--- src/rtl/wave_ctrl_pkg.sv ---
// ============================================================================
// Module : wave_ctrl_pkg
// Purpose: Shared types and default sizes for the wave capture sequencer.
//          Defines the sequencer state encoding, the default stream/counter
//          widths and the default warm-up length.
// Ports  : none (package)
// Rev    : 1.0  initial release
// ============================================================================
`default_nettype none

package wave_ctrl_pkg;

  localparam int DATA_W_DEF = 16;
  localparam int CNT_W_DEF  = 12;

  // Enabled datapath cycles thrown away after a filter clear: long enough to
  // flush the filter pipeline and fill all four of its taps.
  localparam int WARMUP_DEF = 6;

  typedef enum logic [2:0] {
    IDLE  = 3'd0,
    CLEAR = 3'd1,
    WARM  = 3'd2,
    RUN   = 3'd3,
    DONE  = 3'd4
  } wave_state_e;

endpackage : wave_ctrl_pkg

`default_nettype wire

--- src/rtl/wave_seq_counter.sv ---
// ============================================================================
// Module : wave_seq_counter
// Purpose: Up-counter with synchronous load-to-zero, increment enable and a
//          terminal-count flag that compares the current count against a
//          (possibly run-time) terminal value.
// Ports  : clk_i     clock
//          reset_ni  asynchronous active-low reset
//          clr_i     load zero (wins over inc_i)
//          inc_i     increment by one
//          term_i    terminal value
//          tc_o      high while count == term_i
// Rev    : 1.0  initial release
// ============================================================================
`default_nettype none

module wave_seq_counter #(
  parameter int W = 4
) (
  input  logic         clk_i,
  input  logic         reset_ni,
  input  logic         clr_i,
  input  logic         inc_i,
  input  logic [W-1:0] term_i,
  output logic         tc_o
);

  logic [W-1:0] cnt_q;
  logic [W-1:0] cnt_d;

  always_comb begin
    cnt_d = cnt_q;
    if (clr_i) begin
      cnt_d = '0;
    end else if (inc_i) begin
      cnt_d = cnt_q + W'(1);
    end
  end

  always_ff @(posedge clk_i or negedge reset_ni) begin
    if (!reset_ni) begin
      cnt_q <= '0;
    end else begin
      cnt_q <= cnt_d;
    end
  end

  assign tc_o = (cnt_q == term_i);

endmodule : wave_seq_counter

`default_nettype wire

--- src/rtl/wave_capture_sequencer.sv ---
// ============================================================================
// Module : wave_capture_sequencer
// Purpose: Sequences the sine generator -> low-pass filter chain for one
//          capture burst: clear the filter, run a warm-up, then stream
//          burst_len filtered samples on a valid/ready port. The whole
//          datapath stalls on back-pressure so samples are never dropped or
//          duplicated.
// Ports  : clk_i, reset_ni           clock, async active-low reset
//          start_i, abort_i          burst request / cancel
//          burst_len_i, phase_step_i burst config, latched on accepted start
//          decim_i                   decimation factor-1 (DECIM_EN only)
//          gen_en_o, gen_step_o      generator enable and phase increment
//          filt_en_o, filt_clr_o     filter enable (== gen_en_o) and clear
//          filt_data_i               filtered sample
//          m_data_o, m_valid_o,
//          m_ready_i, m_last_o       output stream
//          busy_o, done_o, aborted_o status
// Config : `define DECIM_EN adds decim_i; only every (decim_i+1)-th filter
//          sample is presented, the datapath free-runs in between.
// Rev    : 1.0  initial release
// ============================================================================
`default_nettype none

module wave_capture_sequencer
  import wave_ctrl_pkg::*;
#(
  parameter int DATA_W = DATA_W_DEF,
  parameter int CNT_W  = CNT_W_DEF,
  parameter int WARMUP = WARMUP_DEF
) (
  input  logic              clk_i,
  input  logic              reset_ni,
  input  logic              start_i,
  input  logic              abort_i,
  input  logic [CNT_W-1:0]  burst_len_i,
  input  logic [15:0]       phase_step_i,
`ifdef DECIM_EN
  input  logic [3:0]        decim_i,
`endif
  output logic              gen_en_o,
  output logic [15:0]       gen_step_o,
  output logic              filt_en_o,
  output logic              filt_clr_o,
  input  logic [DATA_W-1:0] filt_data_i,
  output logic [DATA_W-1:0] m_data_o,
  output logic              m_valid_o,
  input  logic              m_ready_i,
  output logic              m_last_o,
  output logic              busy_o,
  output logic              done_o,
  output logic              aborted_o
);

  localparam int WARM_W = (WARMUP > 1) ? $clog2(WARMUP) : 1;
  localparam logic [WARM_W-1:0] WARM_TERM = WARM_W'(WARMUP - 1);

  wave_state_e      state_q, state_d;
  logic [CNT_W-1:0] len_q, len_d;
  logic [15:0]      step_q, step_d;
  logic             aborted_q, aborted_d;

  logic accept;     // start taken in IDLE
  logic cancel;     // abort of an active burst
  logic handshake;
  logic warm_tc;
  logic burst_tc;   // current sample is the last of the burst
  logic present;    // current filter sample is offered on the stream

  assign accept    = (state_q == IDLE) && start_i && !abort_i;
  assign cancel    = (state_q != IDLE) && abort_i;
  assign handshake = m_valid_o && m_ready_i;

  // --------------------------------------------------------------------------
  // Counters
  // --------------------------------------------------------------------------
  wave_seq_counter #(.W(WARM_W)) u_warm_cnt (
    .clk_i    (clk_i),
    .reset_ni (reset_ni),
    .clr_i    (state_q != WARM),
    .inc_i    (state_q == WARM),
    .term_i   (WARM_TERM),
    .tc_o     (warm_tc)
  );

  // Held at zero outside RUN, which also clears it on DONE and on abort.
  wave_seq_counter #(.W(CNT_W)) u_burst_cnt (
    .clk_i    (clk_i),
    .reset_ni (reset_ni),
    .clr_i    (state_q != RUN),
    .inc_i    (handshake),
    .term_i   (len_q - CNT_W'(1)),
    .tc_o     (burst_tc)
  );

`ifdef DECIM_EN
  // Counts free-running filter samples; the sample reached at count==decim
  // is presented and held until accepted, then counting restarts.
  wave_seq_counter #(.W(4)) u_decim_cnt (
    .clk_i    (clk_i),
    .reset_ni (reset_ni),
    .clr_i    ((state_q != RUN) || handshake),
    .inc_i    ((state_q == RUN) && !present),
    .term_i   (decim_i),
    .tc_o     (present)
  );
`else
  assign present = 1'b1;
`endif

  // --------------------------------------------------------------------------
  // State and configuration registers
  // --------------------------------------------------------------------------
  always_ff @(posedge clk_i or negedge reset_ni) begin
    if (!reset_ni) begin
      state_q   <= IDLE;
      len_q     <= '0;
      step_q    <= '0;
      aborted_q <= 1'b0;
    end else begin
      state_q   <= state_d;
      len_q     <= len_d;
      step_q    <= step_d;
      aborted_q <= aborted_d;
    end
  end

  always_comb begin
    len_d     = len_q;
    step_d    = step_q;
    aborted_d = cancel;
    if (accept) begin
      len_d  = burst_len_i;
      step_d = phase_step_i;
    end
  end

  // --------------------------------------------------------------------------
  // Next-state logic
  // --------------------------------------------------------------------------
  always_comb begin
    state_d = state_q;
    unique case (state_q)
      IDLE: begin
        if (accept) begin
          state_d = (burst_len_i == '0) ? DONE : CLEAR;
        end
      end
      CLEAR: state_d = WARM;
      WARM: begin
        if (warm_tc) begin
          state_d = RUN;
        end
      end
      RUN: begin
        if (handshake && burst_tc) begin
          state_d = DONE;
        end
      end
      DONE:    state_d = IDLE;
      default: state_d = IDLE;
    endcase
    if (cancel) begin
      state_d = IDLE;
    end
  end

  // --------------------------------------------------------------------------
  // Output logic
  // --------------------------------------------------------------------------
  always_comb begin
    gen_en_o   = 1'b0;
    filt_clr_o = 1'b0;
    m_valid_o  = 1'b0;
    done_o     = 1'b0;
    busy_o     = (state_q != IDLE);
    unique case (state_q)
      CLEAR: filt_clr_o = 1'b1;
      WARM:  gen_en_o   = 1'b1;
      RUN: begin
        if (present) begin
          // Advance only on acceptance so the offered sample stays put.
          m_valid_o = 1'b1;
          gen_en_o  = m_ready_i;
        end else begin
          gen_en_o  = 1'b1;
        end
      end
      DONE:    done_o = 1'b1;
      default: ;
    endcase
  end

  assign filt_en_o  = gen_en_o;
  assign gen_step_o = step_q;
  assign m_data_o   = m_valid_o ? filt_data_i : '0;
  assign m_last_o   = m_valid_o && burst_tc;
  assign aborted_o  = aborted_q;

endmodule : wave_capture_sequencer

`default_nettype wire

--- config.mk ---
export PLATFORM = sky130hd
export DESIGN_NAME = wave_capture_sequencer
export DESIGN_NICKNAME = d
export VERILOG_FILES = /design/src/rtl/wave_ctrl_pkg.sv /design/src/rtl/wave_seq_counter.sv /design/src/rtl/wave_capture_sequencer.sv
export SDC_FILE = /design/constraint.sdc
export NUM_CORES = 1
export LEC_CHECK = 0
export BUFFER_PORTS_ARGS = -buffer_cell sky130_fd_sc_hd__buf_2
export CAP_MARGIN = 20
export CORE_MARGIN = 5
export CORE_UTILIZATION = 44
export CTS_BUF_LIST = sky130_fd_sc_hd__clkbuf_4 sky130_fd_sc_hd__clkbuf_8 sky130_fd_sc_hd__clkbuf_16
export DETAILED_ROUTE_END_ITERATION = 6
export PLACE_DENSITY = 0.73
export SLEW_MARGIN = 15
export SYNTH_ARGS = -nofsm -noshare
export SYNTH_HDL_FRONTEND = slang
export SYNTH_HIERARCHICAL = 1
export SYNTH_SLANG_ARGS = --single-unit
--- constraint.sdc ---
create_clock -name clk_i -period 2 [get_ports clk_i]
set_input_delay 0.2 -clock clk_i [delete_from_list [all_inputs] [get_ports clk_i]]
set_output_delay 0.2 -clock clk_i [all_outputs]
set_load 0.01 [all_outputs]
# Word-level counts from Yosys, hierarchy flattened
# Cells that the tools add are included.
# Widths: inputs -> output; s select.
[word_totals] register_bits=47 inputBits=49 word_cells=48
[classes] add_sub_neg=3 eq_ne=11 n_mux=15 n_reduce_logical=13
[op_table] cell="$mux 12" count=2
[op_table] cell="$mux 3" count=7
[op_table] cell="$mux 16" count=1
[op_table] cell="$add 12x1->12 const B" count=1
[op_table] cell="$eq 12x12->1" count=1
[op_table] cell="$logic_not 12->1" count=1
[op_table] cell="$pmux 3 s4" count=1
[op_table] cell="$sub 12x1->12 const B" count=1
[op_table] cell="$ne 3x3->1 const B" count=3
[op_table] cell="$eq 3x2->1 const B" count=2
[op_table] cell="$eq 3x3->1 const B" count=2
[op_table] cell="$logic_and 1x1->1" count=6
[op_table] cell="$ne 3x2->1 const B" count=2
[op_table] cell="$reduce_bool 2->1" count=2
[op_table] cell="$add 3x1->3 const B" count=1
[op_table] cell="$eq 3x1->1 const B" count=1
[op_table] cell="$logic_not 3->1" count=1
[op_table] cell="$mux 1" count=3
[op_table] cell="$reduce_and 3->1" count=1
[op_table] cell="$reduce_bool 3->1" count=1
[op_table] cell="$pmux 1 s2" count=1
[op_table] cell="$logic_not 1->1" count=1

# Logic depth before layout (Yosys ltp)
# Gate-level depths: netlist (run 1).
[logic_depth] depth_word=7 mapped_depth=10

# Hierarchy
# The synthesis (run 1) kept the hierarchy.
[by_module_without_submodules] module="wave_capture_sequencer" n_inst=1 cells_each=145 area_per_inst_um2=1716.6 seq_area_each_um2=800.8
[by_module_without_submodules] module="wave_seq_counter at u_burst_cnt" n_inst=1 cells_each=74 area_per_inst_um2=721.9 seq_area_each_um2=300.3
[by_module_without_submodules] module="wave_seq_counter at u_warm_cnt" n_inst=1 cells_each=15 area_per_inst_um2=176.4 seq_area_each_um2=75.1

# Worst setup path after synthesis (run 1)
# OpenSTA, ideal clock, no wires.
[synth_timing] path_type="register -> register" start="register len_q[3]" end="register state_q[2]" t_arrival_ns=2.074 required_ns=1.922 slack_ns=-0.152 path_stages_with_launch=10 period_less_slack_ns=2.152 path_cell_list="dfrtp_1 > nor4_4 > nand4b_1 > xnor2_1 > xnor2_1 > nand4_1 > nor3_1 > nand3_1 > or2_2 > a21oi_1"
[synth_between] elab_chain_len=5
[synth_rtl] item="start: declaration" line_no="wave_capture_sequencer.sv:58" source="logic [CNT_W-1:0] len_q, len_d;"
[synth_rtl] item="start signal: assignment" line_no="wave_capture_sequencer.sv:121" source="len_q <= len_d;"
[synth_rtl] item="$sub 12x1->12" line_no="wave_capture_sequencer.sv:91" source=".term_i (len_q - CNT_W'(1)),"
[synth_rtl] item="$eq 12x12->1" line_no="wave_seq_counter.sv:47" source="assign tc_o = (cnt_q == term_i);"
[synth_rtl] item="named net burst_tc" line_no="wave_capture_sequencer.sv:66" source="logic burst_tc;"
[synth_rtl] item="$logic_and 1x1->1" line_no="wave_capture_sequencer.sv:155" source="if (handshake && burst_tc) begin"
[synth_rtl] item="$ne 3x3->1 (no line)"
[synth_rtl] item="$reduce_and 3->1 (no line)"
[synth_rtl] item="end signal: assignment" line_no="wave_capture_sequencer.sv:120" source="state_q <= state_d;"
[synth_rtl] item="end: declaration" line_no="wave_capture_sequencer.sv:57" source="wave_state_e state_q, state_d;"
# The timed path passes the listed nets, and every way through them passes these cells.
# A chain may end at the register's enable or synchronous reset.

# Final worst setup path (run 1)
[layout_timing] start="register len_q[3]" end="output m_last_o"
[layout_between] elab_chain_len=3
[layout_rtl] item="$sub 12x1->12" line_no="wave_capture_sequencer.sv:91"
[layout_rtl] item="$eq 12x12->1" line_no="wave_seq_counter.sv:47"
[layout_rtl] item="named net burst_tc" line_no="wave_capture_sequencer.sv:66"
[layout_rtl] item="$logic_and 1x1->1" line_no="wave_capture_sequencer.sv:196" source="assign m_last_o = m_valid_o && burst_tc;"
[layout_rtl] item="end: declaration" line_no="wave_capture_sequencer.sv:48" source="output logic m_last_o,"
# The timed path passes the listed nets, and every way through them passes these cells.

==> out/results.tsv, run 1 <==
stage	metric	value	unit
outcome	status	finished with violations	
outcome	violations	negative setup slack	
place	gp_routability_congestion	0.849	
synth	synth-main-ff-cell	dfrtp_1	
synth	yosysWarnings	6	
power_and_ir_drop	pwr-share-seq	45.1	%
final_layout	n_antenna_cell	0	
sta	timing.final.crit_share	123	%
final_layout	fin_util	57.9	%
sta	slew_viol_final	0	
die	die_y	87.1	um
synth	ys_ff_latch	47	
run	maxCapViolations	0	
sta	rsz0062_at_grt	yes	
die	die_w	87.1	um
sta	worst_slack	-0.459	ns
worst_hold_path	min_path_type	primary input to flip-flop	
place	placed_area	0.00322	sq mm
cts	cts_tree	yes	
routing	drtPass1Iterations	4	
worst_setup_path	worst_path_most_repeated_cell	xnor2_1	
power_and_ir_drop	p_int	1.85	mW
power_and_ir_drop	p_leak	1.65	nW
synth	synth-edff-count	0	
final_layout	syn_to_final_growth	29.5	%
worst_setup_path	cp_slowest_cell	dfrtp_1	
grt	antenna_found_initial	0	
power_and_ir_drop	powerDensity	802	mW/mm^2
cts	h-tree-depth	2	
cts	cts_sinks	47	
routing	finalWirelength	5.97	mm
power_and_ir_drop	power_frac_comb	33.4	%
power_and_ir_drop	ir_drop	519	uV
power_and_ir_drop	power.total	2.72	mW
worst_setup_path	path_cells	nor4_4, buf_4, nand4b_1, xnor2_1, xnor2_1, nand4_1, nor3_2, and3_4, buf_6	
routing	drtIter0Drc	105	
cts	numCtsBuffers	5	
worst_setup_path	slowest_delay	0.42	ns
final_layout	final_nets	393	
worst_setup_path	critPathMaxFanout	6	
final_layout	drive_above_1_share	48.2	%
worst_setup_path	cp.required	1.80	ns
routing	drc	0	
power_and_ir_drop	clkPwrFrac	21.5	%
die	initial_core_util	44.7	%
place	hpwl	4.65	mm
die	die_area	0.00758	sq mm
synth	netlist_instances	234	
grt	grt.overflow.total	0	
worst_setup_path	end_kind	output port	
worst_setup_path	worst-endpoint-arrival	2.26	ns
power_and_ir_drop	switching_share	31.8	%
sta	hold_viol_final	0	
grt	grt_pass1_vias	2216	
sta	worst_slew_pin_slew	0.540	ns
final_layout	fin_area	0.00339	sq mm
sta	setup_viol	4	
routing	wl_per_cell	14.3	um
sta	finClkSkew	0.00999	ns
worst_setup_path	path_class	flip-flop to output port	
routing	dr_total_vias	2087	
cts	cts_root_buf	clkbuf_8	
sta	max_freq	407	MHz
place	pre_cts_slack	-0.246	ns
die	fp-row-count	28	
grt	track_usage	16.7	%
power_and_ir_drop	power_switching	0.864	mW
synth	async_flop_share	100	%
routing	avgViaCountPerCell	5.00	
die	ios	89	
routing	ant_nets	0	
cts	clkTransAtPathRegs	0.09	ns
synth	syn_area	0.00262	sq mm
synth	yosysSeqAreaShare	45.0	%
grt	grt_max_degree	29	
worst_setup_path	start_kind	flip-flop	
sta	finalCriticalPeriod	2.46	ns
grt	grt_pass1_wl	10.2	mm
die	floorplan.core_area	0.00585	sq mm
sta	relSlewSlack	63.7	%
synth	ys_types	49	
place	io_buffers	88	
cts	cts.path.max_buffers	2	
synth	avgSynthCellArea	11.2	sq um
cts	clk_latency	0.30	ns
-- Yosys cell counts (2+ instances only) --
| master | count | area share (%) |
|---|---|---|
| a21oi_1 | 5 | 0.96 |
| and2_2 | 2 | 0.57 |
| and3_1 | 18 | 4.3 |
| buf_6 | 3 | 1.3 |
| clkbuf_1 | 4 | 0.57 |
| conb_1 | 2 | 0.29 |
| dfrtp_1 | 47 | 45 |
| ha_1 | 3 | 1.4 |
| inv_1 | 8 | 1.1 |
| mux2_2 | 24 | 10 |
| mux2_4 | 4 | 2.3 |
| mux2i_1 | 2 | 0.77 |
| nand2_1 | 6 | 0.86 |
| nand3_1 | 5 | 0.96 |
| nand3b_1 | 2 | 0.57 |
| nand4_1 | 5 | 1.2 |
| nand4b_1 | 3 | 1.0 |
| nor2_1 | 15 | 2.2 |
| nor3_1 | 6 | 1.1 |
| nor3b_1 | 3 | 0.86 |
| nor4_1 | 4 | 0.96 |
| o21ai_0 | 3 | 0.57 |
| xnor2_1 | 25 | 8.4 |
| xor2_1 | 10 | 3.3 |
-- final cells by class --
cell class              count  area [sq um]
clock inverters             3          22.5
repair buffers            109           607
well taps                  75          93.8
multi-input cells         170          1390
clock buffers               5          68.8
fillers                   500          2460
inverters                   8          30.0
flip-flops and latches     47          1180
-- metrics by stage --
stage / hold slack (ns) / cells / setup TNS (ns)
after floorplan: -0.0956 / 235 / -0.0839
after global placement: 0.190 / 405 / -0.332
after detailed placement: 0.187 / 405 / -0.486
after CTS: 0.107 / 417 / -1.04
after global routing: 0.106 / 417 / -1.79
final: 0.117 / 417 / -1.16
-- kinds of logic after synthesis --
kind of cell | synth area share, %
adder cells (fa/ha/maj) | 1.44
AND/OR/NAND/NOR | 20.6
AO/OA/AOI/OAI | 3.49
other | 0.287
multiplexers | 13.8
buffers and inverters | 3.68
flip-flops | 45.0
XOR/XNOR | 11.7
-- timing repair --
item / CTS / global route
hold buffers: 1 / 0
endpoints found under the setup margin: 3 / 5
gates resized for setup: 6 / 3
hold endpoints to repair: 19 / 0
buffers inserted: 3 / 0
pin swaps: 11 / 1
-- final timing paths --
check / from / to / slack, ns / cells past startpoint
min reg2reg: gen_step_o[5] / gen_step_o[5] / 0.51 / 1
max reg2reg: len_q[3] / state_q[2] / -0.38 / 12
max: len_q[3] / m_last_o / -0.46 / 9
max in group asynchronous: reset_ni / gen_step_o[5] / 1.05 / 3
min: phase_step_i[6] / gen_step_o[6] / 0.12 / 2
min in group asynchronous: reset_ni / u_burst_cnt/cnt_q[8] / 0.37 / 2
-- power by group through the flow --
stage               sequential, mW  combinational, mW  clock, mW
floorplan                     1.28              0.485          0
global placement              1.23              0.869          0
detailed placement            1.23              0.894          0
CTS                           1.22              0.910      0.601
global route                  1.24               1.00      0.643
finish                        1.22              0.908      0.585
-- critical path, delay by kind of cell (launching register included) --
kind,cells,cell delay [ns]
buffers and inverters,2,0.28
DFF,1,0.42
xor gates and xnor gates,2,0.39
and+or+nand+nor,5,0.87
-- placed cells by master (no fill, tap or decap), types with 2 or more instances in the layout --
| cell type | instances |
|---|---|
| buf_2 | 87 |
| dfrtp_1 | 46 |
| mux2_2 | 24 |
| xnor2_1 | 23 |
| buf_4 | 20 |
| and3_1 | 18 |
| nor2_1 | 15 |
| xor2_1 | 10 |
| inv_1 | 8 |
| nand2_1 | 6 |
| nor3_1 | 5 |
| clkbuf_8 | 5 |
| nand4_1 | 5 |
| nand3_1 | 4 |
| a21oi_1 | 4 |
| mux2_4 | 4 |
| nand4b_1 | 3 |
| nor3b_1 | 3 |
| nor4_1 | 3 |
| o21ai_0 | 3 |
| ha_1 | 3 |
| conb_1 | 3 |
| xnor2_2 | 2 |
| nand3b_1 | 2 |
| and2_2 | 2 |
| a21oi_2 | 2 |
| nor3_2 | 2 |
| mux2i_1 | 2 |
-- layer usage --
| metal | vias to the layer above | global-route usage, % | part of all wire (%) | wire length, um |
|---|---|---|---|---|
| li1 | 1025 | - | - | - |
| met1 | 1007 | 20.5 | 42 | 2490 |
| met2 | 47 | 29.1 | 52 | 3100 |
| met3 | 8 | 4.64 | 5.3 | 319 |
| met4 | 0 | 4.18 | 1.0 | 61 |
| met5 | - | 0 | 0 | 0 |
-- sequential cells by signal (all words and copies together), names as in the netlist --
name	flops
gen_step_o	16
aborted_o	1
len_q	12
u_warm_cnt/cnt_q	3
state_q	3
u_burst_cnt/cnt_q	12
(Power assumes the default switching activity.)
==> run 2, diff against run 1 <==
- CORE_MARGIN: 5 -> not set
==> run 2 against run 1 <==
Net effect: the run ends with negative hold slack, negative setup slack left; sequential power hardly changed; clock power rose by 5.6%; sequential cell count stayed put; register-to-register slack barely moved; non-clock buffer count increased by 3; critical path depth fell by 1; global-route usage rose by 2.2 points; via count up 0.34%; utilization up 3.6 points; combinational power about the same; fmax shrank 2.2%; wire length decreased by 6.8%; critical path type unchanged; highest routed layer unchanged.
==> out/results.tsv, run 2 (synthesized netlist as in run 1, its figures left out) <==
stage	metric	value	unit
sta	max_freq	398	MHz
die	fp-row-count	27	
sta	finClkSkew	0.00460	ns
die	floorplan.core_area	0.00561	sq mm
routing	ant_nets	0	
worst_setup_path	cp.required	1.80	ns
place	pre_cts_slack	-0.371	ns
cts	cts_tree	yes	
final_layout	n_antenna_cell	0	
sta	worst_slack	-0.514	ns
final_layout	syn_to_final_growth	31.9	%
final_layout	final_common_cell	buf_2	
place	hpwl	4.15	mm
die	die_area	0.00626	sq mm
grt	grt_max_degree	48	
routing	wl_per_cell	13.3	um
worst_setup_path	worst-endpoint-arrival	2.31	ns
final_layout	stdcell_count	417	
grt	grt_pass1_wl	9.05	mm
sta	hold_slack	-0.0238	ns
outcome	violations	negative hold slack, negative setup slack	
routing	drc	0	
power_and_ir_drop	p_leak	1.68	nW
routing	drtPass1Iterations	4	
sta	rsz0062_at_grt	yes	
cts	cts.path.max_buffers	2	
place	placedCellCount	406	
place	gp_routability_congestion	0.775	
die	ios	89	
routing	avgViaCountPerCell	5.02	
run	maxCapViolations	0	
routing	dr_total_vias	2094	
outcome	status	finished with violations	
place	io_buffers	88	
grt	track_usage	18.9	%
grt	grt_pass1_vias	1946	
final_layout	final_nets	396	
worst_setup_path	critPathMaxFanout	6	
sta	timing.final.crit_share	126	%
cts	cts_root_buf	clkbuf_8	
routing	finalWirelength	5.56	mm
worst_setup_path	start_kind	flip-flop	
sta	setup_tns	-1.34	ns
sta	worst_slew_pin_slew	0.652	ns
cts	numCtsBuffers	5	
power_and_ir_drop	powerDensity	795	mW/mm^2
sta	setup_viol	4	
sta	hold_viol_final	47	
worst_setup_path	end_kind	output port	
cts	clkTransAtPathRegs	0.09	ns
cts	clk_latency	0.30	ns
grt	grt.overflow.total	0	
final_layout	final_cell_mix	buf_2, dfrtp_1, mux2_2	
die	die_w	79.1	um
die	die_y	79.1	um
cts	h-tree-depth	2	
sta	finalCriticalPeriod	2.51	ns
cts	cts_sinks	47	
power_and_ir_drop	ir_drop	678	uV
final_layout	fin_area	0.00345	sq mm
grt	antenna_found_initial	0	
routing	drtIter0Drc	109	
sta	relSlewSlack	56.1	%
sta	slew_viol_final	0	
place	placed_area	0.00325	sq mm
final_layout	largest_register_ffs	16	
worst_hold_path	min_path_type	primary input to asynchronous set/reset pin	
worst_setup_path	path_class	flip-flop to output port	
die	initial_core_util	46.6	%
cts	cts-hold-fix-buffers	0	
final_layout	drive_above_1_share	49.6	%
==> run 2: cell type report <==
| class | count | area, sq um |
|---|---|---|
| flip-flops and latches | 47 | 1180 |
| inverters | 8 | 30.0 |
| clock inverters | 1 | 8.76 |
| clock buffers | 7 | 90.1 |
| fillers | 474 | 2160 |
| multi-input cells | 170 | 1420 |
| repair buffers | 112 | 634 |
| well taps | 72 | 90.1 |
==> run 2: worst paths after layout <==
kind	start	to	slack, ns	cells past startpoint
max	len_q[5]	m_last_o	-0.51	8
min	reset_ni	len_q[0]	-0.02	2
max reg2reg	len_q[5]	state_q[2]	-0.39	10
min reg2reg	gen_step_o[0]	gen_step_o[0]	0.50	1
max in group asynchronous	reset_ni	gen_step_o[10]	1.62	2
min in group clk_i	phase_step_i[11]	gen_step_o[11]	0.12	2
==> run 2: power breakdown <==
group	total [mW]	internal (mW)	switching, mW
sequential	1.22	1.11	0.107
combinational	0.907	0.497	0.410
clock	0.618	0.297	0.321
total	2.74	1.90	0.838
==> run 2: what timing repair did <==
action	4_1_cts	5_1_grt
pin swaps	14	8
setup endpoints to repair	4	4
setup buffers	4	1
hold endpoints to repair	0	0
gates resized for setup	14	4
==> run 2: stage by stage <==
| stage | hold slack [ns] | total power [mW] | util, % |
|---|---|---|---|
| 2_1_floorplan | -0.0956 | 1.77 | - |
| 3_3_place_gp | 0.327 | 2.10 | 57.9 |
| 3_5_place_dp | 0.328 | 2.13 | 57.9 |
| 4_1_cts | 0.000842 | 2.76 | 61.4 |
| 5_1_grt | 0.0366 | 2.88 | 61.5 |
| 6_report | -0.0238 | 2.74 | 61.5 |
==> run 2: metal layers <==
layer | track usage (%) | vias to the layer above | wire length, um
met5 | 0 | - | 0
met4 | 5.45 | 0 | 65
met3 | 4.83 | 7 | 369
met2 | 31.6 | 77 | 2630
met1 | 24.1 | 974 | 2500
li1 | - | 1036 | -
==> run 2: worst max-delay path: stages (launching register included) <==
cell	delay, ns
dfrtp_1	0.41
nor4_4	0.42
nand4b_1	0.21
xnor2_2	0.18
xnor2_1	0.13
nand4_1	0.11
nor3_2	0.24
and3_4	0.22
buf_6	0.10
